<file path="src/rtl/imm_encoder_pkg.sv">
// Shared constants, state encoding and result payload for the immediate encoder.
package imm_encoder_pkg;

   localparam int unsigned REGISTER_LEN = 32;
   localparam int unsigned ROT_W        = 4;
   localparam int unsigned IMM_W        = 8;
   localparam int unsigned SHOP_W       = 12;
   localparam int unsigned OFFSET_W     = 12;
   localparam int unsigned ROT_SHIFT_W  = 5;

   localparam logic ENABLE  = 1'b1;
   localparam logic DISABLE = 1'b0;

   localparam logic [ROT_W-1:0] ROT_LAST = 4'hF;

   typedef enum logic [1:0] {
      IMM_ENC_IDLE   = 2'd0,
      IMM_ENC_SEARCH = 2'd1,
      IMM_ENC_DONE   = 2'd2
   } imm_enc_state_e;

   typedef struct packed {
      logic              valid;
      logic              inverted;
      logic [SHOP_W-1:0] shift_operand;
   } imm_enc_result_t;

   // Rotate left by 0..31 using a doubled word so a zero shift needs no special case.
   function automatic logic [REGISTER_LEN-1:0] rol32(input logic [REGISTER_LEN-1:0] x,
                                                     input logic [ROT_SHIFT_W-1:0]  s);
      logic [2*REGISTER_LEN-1:0] d;
      d = {x, x} << s;
      return d[2*REGISTER_LEN-1:REGISTER_LEN];
   endfunction

endpackage

</file>
<file path="src/rtl/imm_rotate_check.sv">
// Tests whether a word rotated left by 2*rot fits in 8 bits.
//   word : candidate constant
//   rot  : rotate field under test
//   fits : rotated word has zero upper 24 bits
//   imm8 : low byte of the rotated word
module imm_rotate_check
   import imm_encoder_pkg::*;
(
   input  logic [REGISTER_LEN-1:0] word,
   input  logic [ROT_W-1:0]        rot,
   output logic                    fits,
   output logic [IMM_W-1:0]        imm8
);

   logic [REGISTER_LEN-1:0] rotated;

   assign rotated = rol32(word, {rot, 1'b0});
   assign fits    = (rotated[REGISTER_LEN-1:IMM_W] == '0);
   assign imm8    = rotated[IMM_W-1:0];

endmodule

</file>
<file path="src/rtl/imm_encoder.sv">
// Iterative ARM immediate encoder: finds {rot, imm8} (or ~value form) for
// data-processing operands, or checks the 12-bit offset form for memory ops.
//   clk, rst_n      : clock, async active-low reset
//   start           : request, accepted only in IDLE
//   value           : constant to encode, captured on accept
//   is_mem_command  : 1 = 12-bit offset form, 0 = rotate form
//   busy            : FSM not idle
//   done            : one-cycle pulse when the result is updated
//   valid, inverted : encoding found / encoding is of ~value
//   shift_operand   : {rot, imm8} or offset, 0 when not valid
module imm_encoder
   import imm_encoder_pkg::*;
(
   input  logic                    clk,
   input  logic                    rst_n,
   input  logic                    start,
   input  logic [REGISTER_LEN-1:0] value,
   input  logic                    is_mem_command,
   output logic                    busy,
   output logic                    done,
   output logic                    valid,
   output logic                    inverted,
   output logic [SHOP_W-1:0]       shift_operand
);

   imm_enc_state_e          state_q, state_d;
   logic [ROT_W-1:0]        rot_q, rot_d;
   logic [REGISTER_LEN-1:0] val_q, val_d;
   logic                    mem_q, mem_d;
   logic                    busy_q, busy_d;
   logic                    done_q, done_d;
   imm_enc_result_t         res_q, res_d;

   logic                    pos_fits, neg_fits;
   logic [IMM_W-1:0]        pos_imm8, neg_imm8;
   logic [REGISTER_LEN-1:0] val_inv;

   assign val_inv = ~val_q;

   // Plain and inverted candidates are checked in parallel at the same rot.
   imm_rotate_check u_check_pos (
      .word (val_q),
      .rot  (rot_q),
      .fits (pos_fits),
      .imm8 (pos_imm8)
   );

   imm_rotate_check u_check_neg (
      .word (val_inv),
      .rot  (rot_q),
      .fits (neg_fits),
      .imm8 (neg_imm8)
   );

   // Next-state and next-register values.
   always_comb begin
      state_d = state_q;
      rot_d   = rot_q;
      val_d   = val_q;
      mem_d   = mem_q;
      res_d   = res_q;

      case (state_q)
         IMM_ENC_IDLE: begin
            if (start) begin
               val_d   = value;
               mem_d   = is_mem_command;
               rot_d   = '0;
               res_d   = '0;
               state_d = IMM_ENC_SEARCH;
            end
         end

         IMM_ENC_SEARCH: begin
            if (mem_q) begin
               res_d.inverted = DISABLE;
               if (val_q[REGISTER_LEN-1:OFFSET_W] == '0) begin
                  res_d.valid         = ENABLE;
                  res_d.shift_operand = val_q[OFFSET_W-1:0];
               end else begin
                  res_d.valid         = DISABLE;
                  res_d.shift_operand = '0;
               end
               state_d = IMM_ENC_DONE;
            end else if (pos_fits) begin
               res_d.valid         = ENABLE;
               res_d.inverted      = DISABLE;
               res_d.shift_operand = {rot_q, pos_imm8};
               state_d             = IMM_ENC_DONE;
            end else if (neg_fits) begin
               res_d.valid         = ENABLE;
               res_d.inverted      = ENABLE;
               res_d.shift_operand = {rot_q, neg_imm8};
               state_d             = IMM_ENC_DONE;
            end else if (rot_q == ROT_LAST) begin
               res_d   = '0;
               state_d = IMM_ENC_DONE;
            end else begin
               rot_d = rot_q + ROT_W'(1);
            end
         end

         IMM_ENC_DONE: begin
            state_d = IMM_ENC_IDLE;
         end

         default: begin
            state_d = IMM_ENC_IDLE;
         end
      endcase

      busy_d = (state_d != IMM_ENC_IDLE);
      done_d = (state_d == IMM_ENC_DONE);
   end

   // State and result registers.
   always_ff @(posedge clk or negedge rst_n) begin
      if (!rst_n) begin
         state_q <= IMM_ENC_IDLE;
         rot_q   <= '0;
         val_q   <= '0;
         mem_q   <= 1'b0;
         busy_q  <= 1'b0;
         done_q  <= 1'b0;
         res_q   <= '0;
      end else begin
         state_q <= state_d;
         rot_q   <= rot_d;
         val_q   <= val_d;
         mem_q   <= mem_d;
         busy_q  <= busy_d;
         done_q  <= done_d;
         res_q   <= res_d;
      end
   end

   assign busy          = busy_q;
   assign done          = done_q;
   assign valid         = res_q.valid;
   assign inverted      = res_q.inverted;
   assign shift_operand = res_q.shift_operand;

endmodule

</file>
<file path="config.mk">
export PLATFORM = sky130hd
export DESIGN_NAME = imm_encoder
export DESIGN_NICKNAME = d
export VERILOG_FILES = /design/src/rtl/imm_encoder_pkg.sv /design/src/rtl/imm_rotate_check.sv /design/src/rtl/imm_encoder.sv
export SDC_FILE = /design/constraint.sdc
export NUM_CORES = 1
export LEC_CHECK = 0
export ABC_AREA = 1
export CELL_PAD_IN_SITES_DETAIL_PLACEMENT = 0
export CELL_PAD_IN_SITES_GLOBAL_PLACEMENT = 1
export CORE_UTILIZATION = 41
export CTS_BUF_LIST = sky130_fd_sc_hd__clkbuf_4 sky130_fd_sc_hd__clkbuf_8 sky130_fd_sc_hd__clkbuf_16
export CTS_CLUSTER_DIAMETER = 30
export CTS_CLUSTER_SIZE = 40
export DETAILED_ROUTE_END_ITERATION = 10
export PLACE_DENSITY = 0.9
export RECOVER_POWER = 25
export SYNTH_ARGS = -nofsm -noshare
export SYNTH_HDL_FRONTEND = slang
export SYNTH_SLANG_ARGS = --single-unit
</file>
<file path="constraint.sdc">
create_clock -name clk -period 2.8 [get_ports clk]
set_clock_uncertainty 0.15 [all_clocks]
set_input_delay 0.42 -clock clk [delete_from_list [all_inputs] [get_ports clk]]
set_output_delay 0.42 -clock clk [all_outputs]
set_load 0.02 [all_outputs]
</file>
==> out/results.txt, run 1 <==
The routed layout has 4663 vias. Initial antenna violation count: 0. The starting utilization of the core area came out at 42.81%. Counting I/O delays and the setup requirement, the final critical path takes 2566 ps. The total overflow left after global routing is 0. STA classifies the critical path startpoint as a flop. The critical path launch point was rot_q[0]. Counting flops with a built-in enable in the synthesized netlist gives 0. The tools report the endpoint kind of the worst setup timing path as a flop. Top flip-flop cell by instance count after synthesis: dfrtp_1. Buffering stage count on the worst path with inverters included: 1. The total area inside the core boundary comes to 10420 um^2. The total power density per cell area came out at 1137 nW/um^2. The HPWL after detailed placement is 10650 um. The most repeated cell in the gate-level netlist after synthesis was nand2_1. By area the synthesized netlist is led by dfrtp_1, nand3_1, nand2_1, mux2_2, nand3_2. Before CTS, the worst setup slack after placement is 105.8 ps.

The average vias per placed instance came out at 5.771. Count of filler cells inserted in the layout: 1046. Cells with a size suffix above 1 make up 15.63% of the layout.

TritonCTS created 5 clock buffers. The run gives 2620 ps as the arrival time at the worst endpoint. Setup repair after global routing left no endpoint under its margin. Total clock sinks: 55. The run gives 37 as the standard-cell row count. Entering global routing, the biggest net connects 56 pins. The clock slew at the register clock pins of the worst setup and hold paths was 100 ps; the maximum buffer depth of the clock tree was 2. 0 antenna diodes ended up in the layout.

The run gives 0 as the number of hold buffers added after CTS. The category of the critical setup timing path was flop to flop. The logs give 0 for the number of hold violations in the final report and 0 for the final antenna-violating net count. In the global route stage, overall resource usage came out at 26.11%. The worst hold path belongs to the class input pin to asynchronous set/reset pin. Synthesis produced a netlist with a net count of 677. The detailed router finished its first iteration with 415 violations.

The setup slack of the critical path after layout was 234.2 ps; the number of max-cap violations was 0. The logs give 4258 for the via count of the first global-routing pass and 34 for the count of different cell masters after synthesis. By count the netlist is led by nand2_1, nand3_1, dfrtp_1. The flip-flop and latch count after synthesis is 55. The signal on the critical path passes through inv_8, nand2_1, nand3_1, nand3_1, nand3_1, nand2_1, nor2_1, nand2_1, nor2_2, nand3_4, nand3_2, nand2_4, nand4_1, nand2_1.

The number of input and output port buffers inserted works out to 51. Summing every instance area after synthesis gives 4459 um^2. Yosys printed 0 warnings. Across the whole layout, storage elements account for 1379 um^2. Total power for the finished layout comes to 0.005824 W. The cell count after synthesis came out at 640. The first global-routing pass estimated 22780 um of wire.

Grouping stages by cell kind, the critical path spends the most delay in simple AND/OR/NAND/NOR gates. The run gives 563.5 uV as the largest vdd supply drop. The layout overhead on the synthesized area is 14.87%. TritonCTS built the clock tree.

The static leakage was 2.395 nW. Most used cell along the critical path: nand2_1. The overall die area was 11300 um^2. Derived from the worst setup path, the maximum achievable clock frequency is 389.7 MHz. In the routed design, unresolved DRC markers number 0. The first TritonRoute pass finished after 5 iterations.

The final critical path takes up 91.63% of the cycle. Number of nets in the finished design: 708. Maximum cell stage delay along the critical path: 490 ps.

Counting cells, the worst reg-to-reg path comes to 14. The logs give 0 for the final max-slew violation count and 0 ps for the sum of negative setup slack. Of all flip-flops after synthesis, the portion carrying an async set or reset was 100.0%. The master of the slowest instance on the critical path was dfrtp_2. The run finished with clean final reports. Measured against its own limit, the worst slew margin works out to 9.921%. The maximum fanout count along the critical path is 34, and the fraction of synthesized cell area taken by the top area cell type is 30.86%.

For the critical path data required time, the log shows 2860 ps. The cell taking the most area after synthesis is dfrtp_1. For the I/O pin count, the log shows 52. The internal reg-to-reg setup slack was 230 ps. The multi-input combinational cells in the finished layout cover a total of 2779 um^2. The share of the Yosys chip area taken by registers is 30.86%. The congestion estimate from routability-driven global placement came to 0.9378. Setup violations remaining at the end of the flow were counted as 0. The clock tree synthesis step divided the H-tree into 2 levels. Dividing the synthesized area by the synthesized cell count gives 6.968 um^2. The actual slew at the worst max-slew pin was 1351 ps; the routed wire length per instance was 17.32 um. For the clock insertion delay at the later pin of the skew report, the log shows 320 ps. The worst register-to-register path ends at shift_operand[8]. The die is 106.3 um tall. The launch instance of the worst register-to-register path was rot_q[0].

Summed over all layers, the routed wires come to 13990 um. The tree is rooted in a clkbuf_8. The die is 106.3 um wide.
stage by stage:
step / instance area (um^2) / util [%] / cells / hold WS [ps]
after floorplan: 4459 / - / 640 / -25.59
after global placement: 5007 / 48.07 / 799 / 350.1
after detailed placement: 5007 / 48.07 / 799 / 355.8
after CTS: 5095 / 48.91 / 807 / 95.79
after global routing: 5122 / 49.18 / 808 / 399.4
final: 5122 / 49.18 / 808 / 313.1
worst max-delay path by stage:
| stage | slack, ps | to | cells past startpoint |
|---|---|---|---|
| finish | 230 | shift_operand[8] | 14 |
| global route | 20 | shift_operand[5] | 14 |
| CTS | 80 | rot_q[2] | 14 |
| detailed placement | 110 | rot_q[2] | 14 |
| global placement | 120 | rot_q[2] | 14 |
| floorplan | 590 | shift_operand[2] | 17 |
flip-flops by register name, indices dropped and copies added (netlist names):
| name | count |
|---|---|
| mem_q | 1 |
| rot_q | 4 |
| busy | 1 |
| valid | 1 |
| done | 1 |
| state_q | 2 |
| val_q | 32 |
| inverted | 1 |
| shift_operand | 12 |
cell type report:
cell class              instances  share of cell area (%)
multi-input cells             526                   54.25
clock inverters                 3                  0.3664
flip-flops and latches         55                   26.92
well taps                     136                   3.322
clock buffers                   5                   1.343
repair buffers                 64                   12.12
inverters                      19                   1.685
cell families (layout without fill, tap and decap cells):
| kind of cell | after synthesis | in the layout | share of synthesized area (%) |
|---|---|---|---|
| XOR/XNOR | 1 | 1 | 0.1964 |
| multiplexers | 27 | 27 | 6.818 |
| AND/OR/NAND/NOR | 465 | 465 | 50.87 |
| buffers and inverters | 59 | 91 | 6.986 |
| adder cells (fa/ha/maj) | 1 | 1 | 0.2805 |
| AO/OA/AOI/OAI | 32 | 32 | 3.985 |
| flip-flops | 55 | 55 | 30.86 |
routing by layer:
metal	vias to the layer above	share of wire (%)	track usage, %	routed length, um
met5	-	0	0	0
met4	0	2.9	9.623	409
met3	27	8.1	3.985	1128
met2	225	45	40.03	6310
met1	2162	44	37.02	6143
li1	2249	-	-	-
power breakdown:
part	total, W	switching (W)	internal (W)	leakage, nW
registers	0.00159	0.000440	0.00115	0.674
logic	0.00379	0.00240	0.00139	1.67
clock network	0.000447	0.000271	0.000177	0.0483
layout by cell type (no fill, tap or decap), types with 3 or more instances in the layout:
cell type and n:
o21ai_0 15, nor2_4 3, o211ai_1 4, nand2_1 179, nor2_2 3, nand4_1 21
buf_4 9, nand2_2 20, a21oi_1 10, clkdlybuf4s50_1 50, inv_1 16, mux2_2 27
nand3_2 22, dfrtp_1 53, nor2_1 42, nand3_1 164, nor4_1 5, clkbuf_8 5
repair_timing:
item | 4_1_cts | 5_1_grt
setup endpoints to repair | 0 | 20
resized for setup | 0 | 9
buffers inserted | 0 | 1
Power figures use the tool's default switching activity.
==> run 2: changes to the inputs <==
Settings changed: CORE_UTILIZATION 41 to 47, CTS_CLUSTER_SIZE 40 to 30, DONT_BUFFER_PORTS set to 1.
==> run 2 against run 1 <==
Final area fell by 9.9%. Non-clock buffer count decreased by 50. Sequential power increased by 8%. Core utilization up 1.0 points. Wire length down 3.5%. Clock power increased by 7.2%. Combinational power down 8.7%. Die area down 13%. Final cell count fell by 9.3%. Sequential cell count unchanged. Global-route usage is 2.5 points higher. Critical path type unchanged. Largest cell class unchanged.
==> out/results.txt, run 2 (synthesis results as in run 1) <==
For the number of remaining DRC errors, the log shows 0 (unchanged). The tools report the level count of the clock H-tree as 2 (unchanged). The maximum buffer depth of the clock tree was 2 (unchanged). The run gives 2910 ps (was 2860 ps) as the critical path data required time. The clock slew at the register clock pins of the worst setup and hold paths was 110 ps (was 100 ps); the average vias per placed instance was 6.102 (was 5.771). The placed cell count came out at 723 (was 799).

The sum of internal, switching and leakage power is 0.005645 W (was 0.005824 W). The number of hold violations in the final report came out at 0 (unchanged). The total number of vias came out at 4473 (was 4663). Setup repair after global routing left no endpoint under its margin. The net load switching power is 0.003111 W (about the same), and the leftover overflow at the end of global routing is 0 (unchanged). The overall global routing resource usage was 28.64% (was 26.11%). The leading cell type in the layout, fill and taps excluded is nand2_1 (unchanged). The total clock sinks was 55 (unchanged). The vertical die dimension is 99.41 um (was 106.3 um), and the final non-filler cell total is 733 (was 808).

The tools report the overall routed net length as 13510 um (was 13990 um). The net switching share of the total power works out to 55.11% (was 53.41%). The final non-filler cell area is 4617 um^2 (was 5122 um^2). For the final antenna-violating net count, the log shows 0 (unchanged). The logs give 0 (unchanged) for the number of max-cap violations and 523.7 uV (was 563.5 uV) for the largest vdd supply drop. The starting utilization of the core area was 48.49% (was 42.81%); the ratio of cells with drive above 1 in the final layout was 16.24% (was 15.63%).

The via count of the first global-routing pass was 4095 (was 4258). The first-pass detailed-route iteration total came out at 5 (unchanged). The class of the tightest hold or removal check is input pin to flop (was input pin to asynchronous set/reset pin). The placeable core region came out at 9196 um^2 (was 10420 um^2). The flow ran to the end, and the final reports show no timing, DRC or antenna violations. The width of the chip is 99.41 um (was 106.3 um), and the pin count of the biggest net entering global routing is 56 (unchanged).

The logs give 2750 ps (was 2620 ps) for the arrival time at the worst endpoint and 0 (unchanged) for the number of diodes. TritonCTS built the clock tree. The number of nets in the finished design is 658 (was 708).

For the setup slack of the critical path after layout, the log shows 154.7 ps (was 234.2 ps). The number of input and output port buffers inserted came out at 0 (was 51). The category of the critical setup timing path is flop to flop (unchanged). Flip-flop count of the largest register, all copies and words added: 32 (unchanged). For the post-placement cell area, the log shows 4496 um^2 (was 5007 um^2).

Top library cells by usage in the layout, fill and taps aside: nand2_1, nand3_1, dfrtp_1 (unchanged). Global-route wire length before repair: 21820 um (was 22780 um). The logs give 35 (was 37) for the standard-cell row count and 0 (unchanged) for the initial antenna violation count. The static leakage came out at 2.215 nW (was 2.395 nW). The internal power was 0.002534 W (was 0.002713 W).

The maximum fanout count along the critical path is 26 (was 34). The tools report the final weighted congestion in routability-driven placement as 1.005 (was 0.9378). The startpoint type of the worst setup path was a flop (unchanged). For the number of buffers inserted during clock tree synthesis, the log shows 5 (unchanged). The I/O pin count was 52 (unchanged); the final max-slew violation count was 0 (unchanged). The clock insertion delay at the later pin of the skew report came out at 310 ps (was 320 ps). The post-route clock period utilization was 94.47% (was 91.63%). Actual slew at the worst max-slew pin: 1310 ps (was 1351 ps). The clock network fraction of design power was 8.5% (was 7.7%).

Register ranked first by flip-flop count: val_q (unchanged). Sum of negative setup slack: 0 ps (unchanged). For the overall die area, the log shows 9881 um^2 (was 11300 um^2). For the sequential share of power, the log shows 30.3% (was 27.3%). The total power density per cell area was 1223 nW/um^2 (was 1137 nW/um^2); the iteration-0 DRC count of the detailed router was 508 (was 415). Endpoint kind of the worst setup timing path: a flop (unchanged). The routed wire length per instance was 18.43 um (was 17.32 um); the proportion of power drawn by combinational gates was 61.2% (was 65.0%). Clock tree root driver cell: clkbuf_8 (unchanged).

The layout overhead on the synthesized area was 3.535% (was 14.87%); the HPWL after detailed placement was 10360 um (was 10650 um). The pre-CTS worst setup slack came out at 226.6 ps (was 105.8 ps). The time the final worst path needs with I/O delays and setup was 2645 ps (was 2566 ps); the final setup violation count was 0 (unchanged). The worst slew margin relative to its limit is 12.70% (was 9.921%), and the buffer count from post-CTS setup fixing is 0 (unchanged). The achievable clock frequency was 378.0 MHz (was 389.7 MHz).
## run 2: timing repair
action	in CTS	in global routing
hold buffers	2	0
resized for setup	0	4
endpoints found under the hold margin	55	0
endpoints found under the setup margin	0	18
## run 2: area by class of cell
class,count,area (um^2)
Clock inverter,3,28.78
Multi-Input combinational cell,526,2774
Tap cell,111,138.9
Fill cell,937,4579
Inverter,19,83.83
Sequential cell,55,1376
Timing Repair Buffer,14,146.4
Clock buffer,5,68.82
## run 2: worst paths after layout
path,startpoint,endpoint,slack [ps],cells after the start
worst max-delay path,rot_q[0],shift_operand[6],150,13
worst min-delay path,value[25],val_q[25],100,1
worst max register to register,rot_q[0],shift_operand[6],150,13
worst min register to register,val_q[25],val_q[25],440,1
max in group asynchronous,rst_n,val_q[28],920,2
min in group asynchronous,rst_n,shift_operand[2],790,2
## run 2: critical path: stages, from the launching register on
cell	delay, ps
dfrtp_1	490
buf_6	270
nand2_1	100
nand3_1	190
nand3_1	160
nand3_1	100
nand2_1	60
nor2_1	170
nand2_1	90
nor2_2	130
nand3_4	140
o211ai_1	320
nand2_1	120
nand2_1	90
## run 2: layer usage
layer / global-route usage [%] / routed length (um)
met2: 44.23 / 6114
met1: 41.32 / 6133
met3: 4.427 / 932
met5: 0 / 0
met4: 8.824 / 326
## run 2: stage by stage
stage          utilization, %  hold WS, ps
2_1_floorplan               -       -25.59
3_3_place_gp            48.88       -24.50
3_5_place_dp            48.88       -24.48
4_1_cts                 50.35        89.42
5_1_grt                 50.20        80.47
6_report                50.20        96.91
## run 2: power by group through the flow
stage	clock network [W]	logic (W)	registers [W]
4_1_cts	0.000491	0.00340	0.00169
6_report	0.000479	0.00346	0.00171
3_5_place_dp	0	0.00336	0.00171
2_1_floorplan	0	0.00272	0.00152
3_3_place_gp	0	0.00334	0.00171
5_1_grt	0.000514	0.00389	0.00175
